File: config.mk
export PLATFORM = sky130hd
export DESIGN_NAME = ifu_pc
export DESIGN_NICKNAME = d
export VERILOG_FILES = /design/src/rtl/ifu_pc_pkg.sv /design/src/rtl/ifu_pc_if_id_reg.sv /design/src/rtl/ifu_pc.sv
export SDC_FILE = /design/constraint.sdc
export NUM_CORES = 1
export LEC_CHECK = 0
export BUFFER_PORTS_ARGS = -buffer_cell sky130_fd_sc_hd__buf_2
export CAP_MARGIN = 20
export CELL_PAD_IN_SITES_DETAIL_PLACEMENT = 0
export CELL_PAD_IN_SITES_GLOBAL_PLACEMENT = 2
export CORE_MARGIN = 2
export CORE_UTILIZATION = 31
export CTS_BUF_LIST = sky130_fd_sc_hd__clkbuf_8 sky130_fd_sc_hd__clkbuf_16
export CTS_CLUSTER_DIAMETER = 120
export CTS_CLUSTER_SIZE = 16
export DETAILED_ROUTE_END_ITERATION = 8
export PLACE_DENSITY = 0.9
export SETUP_SLACK_MARGIN = 0.5
export SLEW_MARGIN = 20
export SYNTH_ARGS = -nofsm -noshare
export SYNTH_HDL_FRONTEND = slang
export SYNTH_HIERARCHICAL = 1
export SYNTH_SLANG_ARGS = --single-unit
export TNS_END_PERCENT = 50
File: constraint.sdc
create_clock -name clk -period 2.2 [get_ports clk]
set_input_delay 0.33 -clock clk [delete_from_list [all_inputs] [get_ports clk]]
set_output_delay 0.33 -clock clk [all_outputs]
set_load 0.03 [all_outputs]
File: src/rtl/ifu_pc_pkg.sv
// rtl/ifu_pc_pkg.sv - shared constants, types and helpers for the fetch PC unit
package ifu_pc_pkg;

  localparam int WORD_W = 32;

  localparam logic [WORD_W-1:0] NOP_INSTR        = '0;
  localparam logic [WORD_W-1:0] RESET_PC_DEFAULT = 32'h0000_3000;
  localparam logic [WORD_W-1:0] PC_STEP          = 32'd4;

  typedef enum logic {
    ST_BOOT = 1'b0,
    ST_RUN  = 1'b1
  } fetch_state_e;

  function automatic logic [WORD_W-1:0] align_word(input logic [WORD_W-1:0] addr);
    return {addr[WORD_W-1:2], 2'b00};
  endfunction

  function automatic logic is_misaligned(input logic [WORD_W-1:0] addr);
    return |addr[1:0];
  endfunction

endpackage

File: src/rtl/ifu_pc_if_id_reg.sv
// rtl/ifu_pc_if_id_reg.sv - IF/ID pipeline register with load-enable and squash
module if_id_reg
  import ifu_pc_pkg::*;
(
  input  logic              clk,
  input  logic              rst_n,
  input  logic              load_i,
  input  logic              squash_i,
  input  logic              valid_i,
  input  logic [WORD_W-1:0] instr_i,
  input  logic [WORD_W-1:0] pcadd4_i,
  output logic [WORD_W-1:0] instr_o,
  output logic [WORD_W-1:0] pcadd4_o,
  output logic              valid_o
);

  logic [WORD_W-1:0] instr_q, instr_d;
  logic [WORD_W-1:0] pcadd4_q, pcadd4_d;
  logic              valid_q, valid_d;

  // pcadd4 is loaded even on squash; ID ignores it while valid is low
  always_comb begin
    instr_d  = instr_q;
    pcadd4_d = pcadd4_q;
    valid_d  = valid_q;
    if (load_i) begin
      pcadd4_d = pcadd4_i;
      if (squash_i) begin
        instr_d = NOP_INSTR;
        valid_d = 1'b0;
      end else begin
        instr_d = instr_i;
        valid_d = valid_i;
      end
    end
  end

  always_ff @(posedge clk or negedge rst_n) begin
    if (!rst_n) begin
      instr_q  <= NOP_INSTR;
      pcadd4_q <= '0;
      valid_q  <= 1'b0;
    end else begin
      instr_q  <= instr_d;
      pcadd4_q <= pcadd4_d;
      valid_q  <= valid_d;
    end
  end

  assign instr_o  = instr_q;
  assign pcadd4_o = pcadd4_q;
  assign valid_o  = valid_q;

endmodule

File: src/rtl/ifu_pc.sv
// rtl/ifu_pc.sv - fetch PC register, next-PC mux, boot FSM and IF/ID load
module ifu_pc
  import ifu_pc_pkg::*;
#(
  parameter logic [WORD_W-1:0] RESET_PC   = RESET_PC_DEFAULT,
  parameter bit                DELAY_SLOT = 1'b1
) (
  input  logic              clk,
  input  logic              rst_n,
  input  logic              stall,
  input  logic              pc_sel,
  input  logic [WORD_W-1:0] bj_npc,
  input  logic [WORD_W-1:0] imem_rdata,
  output logic [WORD_W-1:0] pc,
  output logic [WORD_W-1:0] if_id_instr,
  output logic [WORD_W-1:0] if_id_pcadd4,
  output logic              if_id_valid,
  output logic              exc_misalign
);

  fetch_state_e state_q, state_d;

  logic [WORD_W-1:0] pc_q, pc_d;
  logic              exc_q, exc_d;
  logic [WORD_W-1:0] pcadd4;
  logic              advance;
  logic              redirect;
  logic              squash;
  logic              fetch_valid;

  assign pcadd4   = pc_q + PC_STEP;
  assign advance  = !stall;
  // A stalled ID re-presents its redirect, so pc_sel only counts on a moving edge
  assign redirect = advance && pc_sel;
  assign squash   = (DELAY_SLOT == 1'b0) && redirect;

  always_comb begin
    state_d     = state_q;
    fetch_valid = 1'b1;
    unique case (state_q)
      ST_BOOT: begin
        fetch_valid = advance;
        if (advance) state_d = ST_RUN;
      end
      ST_RUN: begin
        fetch_valid = 1'b1;
      end
      default: state_d = ST_BOOT;
    endcase
  end

  always_comb begin
    pc_d  = pc_q;
    exc_d = exc_q;
    if (redirect) begin
      pc_d = align_word(bj_npc);
      if (is_misaligned(bj_npc)) exc_d = 1'b1;
    end else if (advance) begin
      pc_d = pcadd4;
    end
  end

  always_ff @(posedge clk or negedge rst_n) begin
    if (!rst_n) begin
      state_q <= ST_BOOT;
      pc_q    <= RESET_PC;
      exc_q   <= 1'b0;
    end else begin
      state_q <= state_d;
      pc_q    <= pc_d;
      exc_q   <= exc_d;
    end
  end

  if_id_reg u_if_id_reg (
    .clk      (clk),
    .rst_n    (rst_n),
    .load_i   (advance),
    .squash_i (squash),
    .valid_i  (fetch_valid),
    .instr_i  (imem_rdata),
    .pcadd4_i (pcadd4),
    .instr_o  (if_id_instr),
    .pcadd4_o (if_id_pcadd4),
    .valid_o  (if_id_valid)
  );

  assign pc           = pc_q;
  assign exc_misalign = exc_q;

endmodule

# --- After elaboration in Yosys (flattened, before gate mapping) ---
# Index checks and enable logic that the tools add are counted.
word_totals:
  output_inout_bits: 98
  ff_bits: 99
  word_cells: 18
  inputBits: 68
classes:
  addsub: 1
  n_reduce_logical: 4
  bitwise: 1
  eq_ne: 1
  muxes: 5
op_table:
  columns: ["operator", "count"]
  rows:
  - ["$mux W32", 2]
  - ["$add A32 B3 Y32 const B", 1]
  - ["$mux W1", 2]
  - ["$ne A2 B1 Y1 const B", 1]
  - ["$pmux W1 S2", 1]
  - ["$reduce_and A2 Y1", 1]
  - ["$reduce_or A2 Y1", 1]
  - ["$logic_and A1 B1 Y1", 1]
  - ["$logic_not A1 Y1", 1]
  - ["$not A1 Y1", 1]

# --- Depth between registers and ports, before layout ---
# Gate-level depths: netlist (run 1).
depth:
  ltp_word: 3
  ltp_mapped: 9
  depth_no_buf: 6

# --- Hierarchy ---
# The synthesis (run 1) kept the hierarchy.
modules_own_cells:
  columns: ["module", "n_inst", "cells_each", "seq_area_each_um2", "area_each_um2"]
  rows:
  - ["if_id_reg", 1, 210, 1626.6, 2663.8]
  - ["ifu_pc", 1, 308, 803.3, 2546.2]

# --- Least setup slack after synthesis (run 1) ---
# No wires, ideal clock.
synth_path:
  path_kind: "reg2reg"
  start: "register pc_q[2], in the netlist pc[2]"
  end: "register u_if_id_reg.pcadd4_q[30], in the netlist u_if_id_reg/pcadd4_o[30]"
  t_required_ns: 2.075
  slack_ns: 0.075
  synth_period_minus_slack_ns: 2.125
  path_buffers: 2
  setup_time_ns: 0.125
  path_stages_with_launch: 9
  arrival_ns: 2.000
  cell_sequence: "dfrtp_1 ha_1 and3_1 and4_1 buf_2 buf_6 and3_1 xor2_1 mux2_2"
synth_via:
  elab_chain_cells: 1
synth_lines:
  columns: ["item", "line_no", "rtl"]
  rows:
  - ["start: declaration", "ifu_pc.sv:23", "logic [WORD_W-1:0] pc_q, pc_d;"]
  - ["start signal: assignment", "ifu_pc.sv:70", "pc_q <= pc_d;"]
  - ["$add A32 B3 Y32", "ifu_pc.sv:31", "assign pcadd4 = pc_q + PC_STEP;"]
  - ["via pcadd4[30]", "ifu_pc.sv:25", "logic [WORD_W-1:0] pcadd4;"]
  - ["end signal: assignment", "ifu_pc_if_id_reg.sv:45", "pcadd4_q <= pcadd4_d;"]
  - ["end: declaration", "ifu_pc_if_id_reg.sv:18", "logic [WORD_W-1:0] pcadd4_q, pcadd4_d;"]
# The timed path passes the listed nets, and every way through them passes these cells.
# A chain may end at the register's enable or synchronous reset.

# --- Final worst setup path (run 1) ---
# Ends and elaborated chain as after synthesis.

==> results_dict.tcl, run 1 <==
set metrics [dict create \
    critPathCapture "u_if_id_reg/pcadd4_o[30]$_DFFE_PN0P_" \
    reg2regPathDepth 7 \
    netlist_instances 518 \
    cts.htree.levels 3 \
    initial_core_util 0.315 \
    hp-class "input pin to flop" \
    setup_viol 0 \
    cp-end-kind "flop" \
    rsz0062_at_grt "yes" \
    fin_nets 783 \
    r2r-end "u_if_id_reg/pcadd4_o[30]$_DFFE_PN0P_" \
    synth_ff_type "dfrtp_1" \
    cts_max_path_buffers 2 \
    final_common_cell "buf_2" \
    cap_viol_max_count 0 \
    synthesis.area_um2 5210 \
    coreArea_um2 16500 \
    hold_ws_ns 0.223 \
    ant_nets 0 \
    clock_latency_ns 0.34 \
    avgSynthCellArea_um2 10.1 \
    grt_max_degree 62 \
    status "finished, final reports clean" \
    cp_max_fo 6 \
    layout.cells.non_filler 938 \
    rows 47 \
    io_pins 166 \
    drcViolationCount 0 \
    synth_edf_count 0 \
    skew_ns 0.00766 \
    die_w_um 134 \
    rr_startpoint "pc[2]$_DFFE_PN0P_" \
    drive_gt1_frac 0.449 \
    synthArstFlopShare 1.00 \
    dieArea_um2 17900 \
    vias_per_cell 4.97 \
    track_usage 0.179 \
    detailedPlace.worstSlack_ns 0.234 \
    ys_types 61 \
    place_area_um2 6350 \
    clock-root-buffer "clkbuf_16" \
    max_freq_mhz 542 \
    yosys_warnings 6 \
    dp_cells 883 \
    power_per_cell_area_nw_per_um2 796 \
    crit_start "pc[2]$_DFFE_PN0P_" \
    gp_congestion 0.814 \
    grt_pass1_wl_um 24900 \
    via_count 4661 \
    drt_wl_total_um 16000 \
    arrival_ns 2.07 \
    setup_ws_ns 0.354 \
    initialDrtViolationCount 281 \
    start_kind "flop" \
    reg2reg_slack_ns 0.35 \
    crit_required_ns 2.43 \
    slew_viol_final 0 \
    finalPower_mw 5.64 \
    grt_overflow 0 \
    fin_area_um2 7080 \
    period_needed_ns 1.85 \
    antenna_found_initial 1 \
    cts_tree "done" \
    hpwl_um 11300 \
    layout_common_cells "162 x buf_2, 76 x dfrtp_1, 48 x buf_4" \
    utilization 0.429 \
    die_height_um 134 \
    period_share 0.839 \
    ir_drop_mv 0.351 \
    areaGrowthSynthToFinish_pct 35.9 \
    clkSlewWorstSetupHoldPaths_ns 0.07 \
    drt_first_pass_iters 6 \
    crit_type "flop to flop" \
    cts_buffers 9 \
    whs_path_depth 3 \
    synth_seq_area_share 0.466 \
    grt_pass1_vias 4552 \
    ys_ff_latch 97 \
    clkSinkCount 97 \
    wl_per_cell_um 17.1 \
    tns_ns 0 \
    p_leak_nw 3.27 \
    io_buffers 163 \
    final_hold_viol_count 0 \
]
-- final cells by class --
cell class                      instances  area, um2
Tap cell                              220        275
Clock buffer                           10        239
Timing Repair Buffer                  223       1360
Antenna cell                            1       2.50
Fill cell                            1659       9440
Clock inverter                          4       46.3
Multi-Input combinational cell        337       2530
Inverter                               46        174
Sequential cell                        97       2450
-- registers in the layout (all words and copies together) (netlist names) --
register / flops
u_if_id_reg/pcadd4_o: 32
state_q: 1
u_if_id_reg/instr_o: 32
exc_misalign: 1
u_if_id_reg/valid_o: 1
pc: 30
-- worst max-delay path, cell delays in order, from the launching register on --
cell and delay (ns):
dfrtp_2 0.45, ha_4 0.18, and3_4 0.20, and4_4 0.19, buf_8 0.14, and3_4 0.17, xor2_1 0.13, mux2_4 0.26
-- synth_stat cells, types with 3 or more instances --
master	count	area share
a311o_1	4	0.0077
a21oi_1	9	0.0086
buf_4	4	0.0058
nand4_1	14	0.017
a211o_1	5	0.0084
mux2_4	8	0.023
xor2_1	6	0.010
mux2i_1	3	0.0058
o21ai_1	5	0.0048
or4_1	4	0.0058
and4_1	5	0.0084
nand2_1	16	0.012
dfrtp_1	95	0.46
and3_1	6	0.0072
nor3_1	6	0.0058
nand3b_1	35	0.050
buf_1	3	0.0022
o21ai_0	47	0.045
nor2_1	24	0.017
clkbuf_1	20	0.014
buf_6	9	0.019
nand2b_1	5	0.0060
nor2b_1	4	0.0048
buf_2	10	0.0096
mux2_2	24	0.052
a22oi_1	16	0.023
inv_1	45	0.032
nand3_1	19	0.018
o211ai_1	3	0.0043
xnor2_1	21	0.035
-- per-layer routing --
metal  global-route usage  share of wire  vias to the layer above
li1                     -              -                     2221
met1                0.240           0.45                     2252
met2                0.277           0.46                      168
met3               0.0419          0.067                       20
met4               0.0757          0.021                        0
met5                    0              0                        -
-- cells by family (layout without fill, tap and decap cells) --
| kind of cell | count (synthesis) | after routing | share of synthesized area |
|---|---|---|---|
| fa+ha+maj | 1 | 1 | 0.00240 |
| compound gates | 112 | 112 | 0.140 |
| mux | 35 | 35 | 0.0807 |
| xor+xnor | 27 | 27 | 0.0454 |
| other cells | 1 | 11 | 0.000720 |
| simple gates | 152 | 152 | 0.177 |
| buf+inv | 93 | 283 | 0.0874 |
| flops | 97 | 97 | 0.466 |
-- worst min-delay path by stage --
stage,startpoint,end
after detailed placement,rst_n,u_if_id_reg/instr_o[11]$_DFFE_PN0P_
after global routing,bj_npc[28],pc[28]$_DFFE_PN0P_
final,bj_npc[0],exc_misalign$_DFFE_PN0P_
after global placement,rst_n,u_if_id_reg/instr_o[9]$_DFFE_PN0P_
after CTS,imem_rdata[5],u_if_id_reg/instr_o[5]$_DFFE_PN0P_
after floorplan,rst_n,exc_misalign$_DFFE_PN0P_
-- power by group --
part / total, mW / internal, mW / switching [mW]
Combinational: 1.79 / 0.678 / 1.12
Sequential: 2.27 / 2.05 / 0.223
Clock: 1.57 / 0.895 / 0.678
-- repair_timing --
item                                   in CTS  in global routing
buffers inserted                           21                 17
gates cloned                                1                  0
setup endpoints to repair                  35                 38
resized for setup                          20                 21
hold buffers                                1                  0
pin swaps                                   9                 10
endpoints found under the hold margin      27                  0
(Power assumes the default switching activity.)
==> run 2, diff against run 1 <==
Clock period 2.2 ns to 1.95 ns, I/O delays scaled along.
==> run 2 against run 1 <==
  * Global-route usage is 0.67 points higher
  * Wire length is 2.0% higher
  * Clock skew is 0.00093 ns higher
  * Final area is 3.1% higher
  * Sequential share of layout area is 1.1 points lower
  * Die area stayed put
  * Setup slack worse by 0.18 ns
  * Flip-flop and latch count stayed put
  * Critical path depth is 1 lower
  * Critical path type unchanged
==> results_dict.tcl, run 2 (synthesized netlist as in run 1, its figures left out) <==
set metrics [dict create \
    cp_max_fo 12 \
    cts_buffers 9 \
    grt_pass1_wl_um 26000 \
    multi_input_area_um2 2590 \
    fill_cells 1606 \
    setup_viol 0 \
    ant_nets 0 \
    clock-root-buffer "clkbuf_16" \
    rows 47 \
    drt_first_pass_iters 4 \
    regArea_um2 2450 \
    clkSinkCount 97 \
    start_kind "flop" \
    dieArea_um2 17900 \
    status "finished, final reports clean" \
    finalPower_mw 6.60 \
    final_hold_viol_count 0 \
    clock_latency_ns 0.35 \
    period_needed_ns 1.78 \
    cp-end-kind "flop" \
    cpMostUsedCell "and4_4" \
    initial_core_util 0.315 \
    arrival_ns 2.01 \
    utilization 0.442 \
    crit_type "flop to flop" \
    coreArea_um2 16500 \
    cts_max_path_buffers 2 \
    rsz0062_at_grt "yes" \
    pwr-share-clk 0.294 \
    period_share 0.911 \
    io_pins 166 \
    swShare 0.352 \
    max_freq_mhz 563 \
    path_cells "and4_4, and4_4, buf_12, and3_4, xor2_1, mux2_4" \
    crit_start "pc[12]$_DFFE_PN1P_" \
    drcViolationCount 0 \
    io_buffers 163 \
    grt_pass1_vias 4869 \
    power_per_cell_area_nw_per_um2 904 \
    hp-class "input pin to flop" \
    clkSlewWorstSetupHoldPaths_ns 0.07 \
    crit_family "simple AND/OR/NAND/NOR gates" \
    layout_common_cells "162 x buf_2, 80 x dfrtp_1, 65 x buf_4" \
    skew_ns 0.00860 \
    areaGrowthSynthToFinish_pct 40.2 \
    initialDrtViolationCount 218 \
    rr_startpoint "pc[12]$_DFFE_PN1P_" \
    slowest_delay_ns 0.53 \
    grt_overflow 0 \
    cts.htree.levels 3 \
    crit_required_ns 2.18 \
    cpMaxStageDelayCell "dfstp_2" \
    die_w_um 134 \
    drive_gt1_frac 0.471 \
    cap_viol_max_count 0 \
    via_count 4783 \
    vias_per_cell 4.99 \
    cp.buffers_inverters 1 \
    antenna_found_initial 1 \
    grt_max_degree 50 \
    p_leak_nw 3.39 \
    drt_wl_total_um 16300 \
    tns_ns 0 \
    seq_power_share 0.380 \
    hpwl_um 11700 \
    track_usage 0.185 \
    gp_congestion 0.842 \
    cts_tree "done" \
    power_switching_mw 2.32 \
    hp-start "bj_npc[31]" \
    p_int_mw 4.28 \
    final_common_cell "buf_2" \
    ir_drop_mv 0.434 \
    fin_nets 801 \
    die_height_um 134 \
    combPwrFrac 0.326 \
    wl_per_cell_um 17.1 \
    slew_viol_final 0 \
]
run 2: per-stage QoR:
step                      hold WS, ns  instances  area, um2  worst slack (ns)
after CTS                       0.168        951       7220             0.172
final                           0.180        958       7300             0.174
after detailed placement        0.274        913       6590            0.0946
after floorplan              -0.00309        527       5410           -0.0716
after global placement          0.263        913       6590             0.127
after global routing            0.176        957       7300             0.120
run 2: tightest hold or removal path: cells and delay by family:
kind / cells / cell delay, ns
buffers and inverters: 1 / 0.08
and+or+nand+nor: 1 / 0.07
AOI/OAI and AO/OA: 1 / 0.06
run 2: what timing repair did:
action | CTS | global route
pin swaps | 18 | 11
resized for setup | 33 | 8
endpoints found under the setup margin | 54 | 58
hold endpoints to repair | 26 | 0
hold buffers | 1 | 0
buffers inserted | 21 | 6
run 2: worst paths after layout:
kind	to	slack (ns)	cells after the start
max reg2reg	u_if_id_reg/pcadd4_o[30]$_DFFE_PN0P_	0.17	6
max	u_if_id_reg/pcadd4_o[30]$_DFFE_PN0P_	0.17	6
max in group asynchronous	u_if_id_reg/pcadd4_o[20]$_DFFE_PN0P_	0.90	3
min in group asynchronous	u_if_id_reg/instr_o[10]$_DFFE_PN0P_	0.43	2
min reg2reg	exc_misalign$_DFFE_PN0P_	0.48	1
min	pc[31]$_DFFE_PN0P_	0.18	3
run 2: final cells by class:
type | instances | area share
Multi-Input combinational cell | 337 | 0.354
Clock buffer | 10 | 0.0327
Inverter | 46 | 0.0238
Antenna cell | 1 | 0.000343
Clock inverter | 6 | 0.0115
Timing Repair Buffer | 241 | 0.205
Sequential cell | 97 | 0.335
Tap cell | 220 | 0.0377
run 2: layer usage:
metal | vias up | global-route usage | wire length [um] | part of all wire
li1 | 2255 | - | - | -
met1 | 2333 | 0.239 | 7430 | 0.45
met2 | 173 | 0.312 | 7650 | 0.47
met3 | 22 | 0.0468 | 997 | 0.061
met4 | 0 | 0.0461 | 259 | 0.016
met5 | - | 0 | 0 | 0
run 2: power by group through the flow:
stage / clock (mW) / sequential, mW / combinational [mW]
2_1_floorplan: 0 / 3.13 / 0.729
3_3_place_gp: 0 / 2.55 / 1.99
3_5_place_dp: 0 / 2.56 / 2.01
4_1_cts: 2.00 / 2.51 / 2.13
5_1_grt: 2.09 / 2.55 / 2.29
6_report: 1.94 / 2.51 / 2.15
==> run 3, diff against run 2 <==
Settings changed: ABC_AREA from default to 1, CORE_UTILIZATION 31 to 27, PLACE_DENSITY 0.9 to 0.89.
==> run 3 against run 2 <==
  * Global-route usage decreased by 2.5 points
  * Fmax up 19%
  * Core utilization shrank 7.9 points
  * Die area is 7.4% higher
  * Flip-flop and latch count stayed put
  * Synthesized cell count grew 26%
  * Total power fell by 10%
  * Clock power down 15%
  * Clock skew grew 0.0032 ns
  * Setup slack better by 0.29 ns
  * Non-clock buffer count is 56 lower
  * Via count shrank 4.1%
  * Critical path type is now flop to output pin
  * Critical endpoint is now pc[12]
  * Largest power group unchanged
  * Highest routed layer unchanged
==> results_dict.tcl, run 3 <==
set metrics [dict create \
    status "finished, final reports clean" \
    start_kind "flop" \
    synthTopCellsByArea "dfrtp_1 49%, nand2_1 23%, nand3_1 5.1%" \
    ys_ff_latch 97 \
    slew_headroom 0.647 \
    ir_drop_mv 0.430 \
    rows 49 \
    drt_first_pass_iters 4 \
    synthTopCellsByCount "298 x nand2_1, 95 x dfrtp_1, 66 x inv_1" \
    skew_ns 0.0118 \
    final_hold_viol_count 0 \
    areaGrowthSynthToFinish_pct 32.7 \
    synth_edf_count 0 \
    clock_latency_ns 0.35 \
    netlist_instances 651 \
    drive_gt1_frac 0.319 \
    worst_pin_slew_ns 0.530 \
    tns_ns 0 \
    vias_per_cell 4.34 \
    clkSinkCount 97 \
    yosys_warnings 6 \
    cap_viol_max_count 0 \
    period_share 0.764 \
    fill_cells 1944 \
    grt_max_degree 45 \
    synth_ff_type "dfrtp_1" \
    final_common_cell "nand2_1" \
    max_freq_mhz 672 \
    slew_viol_final 0 \
    period_needed_ns 1.49 \
    gp_congestion 0.819 \
    track_usage 0.160 \
    clkSlewWorstSetupHoldPaths_ns 0.07 \
    synth_seq_area_share 0.498 \
    fin_nets 893 \
    clock-root-buffer "clkbuf_16" \
    crit_required_ns 1.66 \
    yosysTopAreaCellShare 0.487 \
    grt_overflow 0 \
    rsz0062_at_grt "yes" \
    synth_area_leader_cell "dfrtp_1" \
    hpwl_um 11200 \
    utilization 0.363 \
    finalPower_mw 5.94 \
    layout_common_cells "286 x nand2_1, 160 x buf_2, 81 x dfrtp_1" \
    cp-end-kind "output pin" \
    initialDrtViolationCount 159 \
    cts_max_path_buffers 2 \
    cts.htree.levels 3 \
    synthArstFlopShare 1.00 \
    io_pins 166 \
    diodes 0 \
    drt_wl_total_um 15300 \
    antenna_found_initial 0 \
    synthesis.area_um2 4880 \
    die_height_um 138 \
    cts_buffers 9 \
    cts_tree "done" \
    synth.most_common_cell "nand2_1" \
    ant_nets 0 \
    io_buffers 163 \
    cp_max_fo 4 \
    wl_per_cell_um 14.5 \
    setup_viol 0 \
    arrival_ns 1.20 \
    p_leak_nw 3.50 \
    grt_pass1_wl_um 24300 \
    grt_pass1_vias 4343 \
    dieArea_um2 19200 \
    hp-class "input pin to flop" \
    initial_core_util 0.274 \
    via_count 4585 \
    coreArea_um2 17800 \
    die_w_um 138 \
    ys_types 27 \
    avgSynthCellArea_um2 7.50 \
    crit_type "flop to output pin" \
    power_per_cell_area_nw_per_um2 917 \
    drcViolationCount 0 \
]
## run 3: cell types whose count changed in the layout (fill, tap and decap cells not counted), sizes merged, moves of 23 or more
cell | previous run | this run
mux2 | 32 | 0
inv | 46 | 69
buf | 240 | 184
nand3 | 20 | 50
nand2 | 16 | 306
o21ai | 52 | 20
nand3b | 35 | 0
## run 3: per-stage QoR
stage | cells | hold slack [ns] | cell area [um2] | worst slack [ns]
after floorplan | 655 | -0.00309 | 4930 | 0.475
after global placement | 1031 | 0.262 | 6000 | 0.266
after detailed placement | 1031 | 0.266 | 6000 | 0.294
after CTS | 1052 | 0.151 | 6400 | 0.443
after global routing | 1057 | 0.169 | 6480 | 0.353
final | 1057 | 0.169 | 6480 | 0.461
## run 3: final timing paths
check / from / slack [ns] / endpoint / cells past startpoint
setup / recovery: pc[12]$_DFFE_PN1P_ / 0.46 / pc[12] / 2
hold / removal: imem_rdata[9] / 0.17 / u_if_id_reg/instr_o[9]$_DFFE_PN0P_ / 3
setup reg to reg: pc[12]$_DFFE_PN1P_ / 0.48 / u_if_id_reg/pcadd4_o[31]$_DFFE_PN0P_ / 9
hold reg to reg: state_q$_DFF_PN0_ / 0.46 / state_q$_DFF_PN0_ / 1
max in group asynchronous: rst_n / 0.92 / u_if_id_reg/instr_o[16]$_DFFE_PN0P_ / 3
min in group asynchronous: rst_n / 0.43 / u_if_id_reg/pcadd4_o[9]$_DFFE_PN0P_ / 2
## run 3: routing by layer
metal / vias to the layer above / track usage / wire length, um
met1: 2096 / 0.232 / 7550
met2: 134 / 0.247 / 6830
li1: 2343 / - / -
met5: - / 0 / 0
met4: 0 / 0.0403 / 170
met3: 12 / 0.0315 / 763
## run 3: worst max-delay path, stage by stage, from the launching register on
cell and delay, ns:
dfstp_2 0.58, buf_4 0.13, buf_4 0.15
## run 3: kinds of logic (layout without fill, tap and decap cells)
group	count (synthesis)	after routing	synth area share
AOI/OAI and AO/OA	51	51	0.0630
adders and majority gates	1	1	0.00256
and+or+nand+nor	399	399	0.337
DFF	97	97	0.498
other	1	5	0.000768
xor gates and xnor gates	8	8	0.0144
buffers and inverters	94	267	0.0846
## run 3: repair_timing
item                                    4_1_cts  5_1_grt
resized for setup                            32       15
setup buffers                                 5        5
pin swaps                                     6        6
endpoints found under the setup margin       41       44
hold endpoints to repair                     24        0
hold buffers                                  1        0
## run 3: area by class of cell
| type | instances | area [um2] | area share |
|---|---|---|---|
| tap | 229 | 287 | 0.0442 |
| timing repair buffer | 185 | 1030 | 0.159 |
| clock buffer | 10 | 239 | 0.0369 |
| multi-input combinational | 464 | 2200 | 0.339 |
| sequential | 97 | 2450 | 0.378 |
| clock inverter | 5 | 25.0 | 0.00386 |
| inverter | 67 | 251 | 0.0388 |
## run 3: power by group
| part | switching [mW] | total, mW | internal [mW] |
|---|---|---|---|
| logic | 1.24 | 1.79 | 0.555 |
| clock network | 0.771 | 1.65 | 0.881 |
| registers | 0.224 | 2.50 | 2.27 |
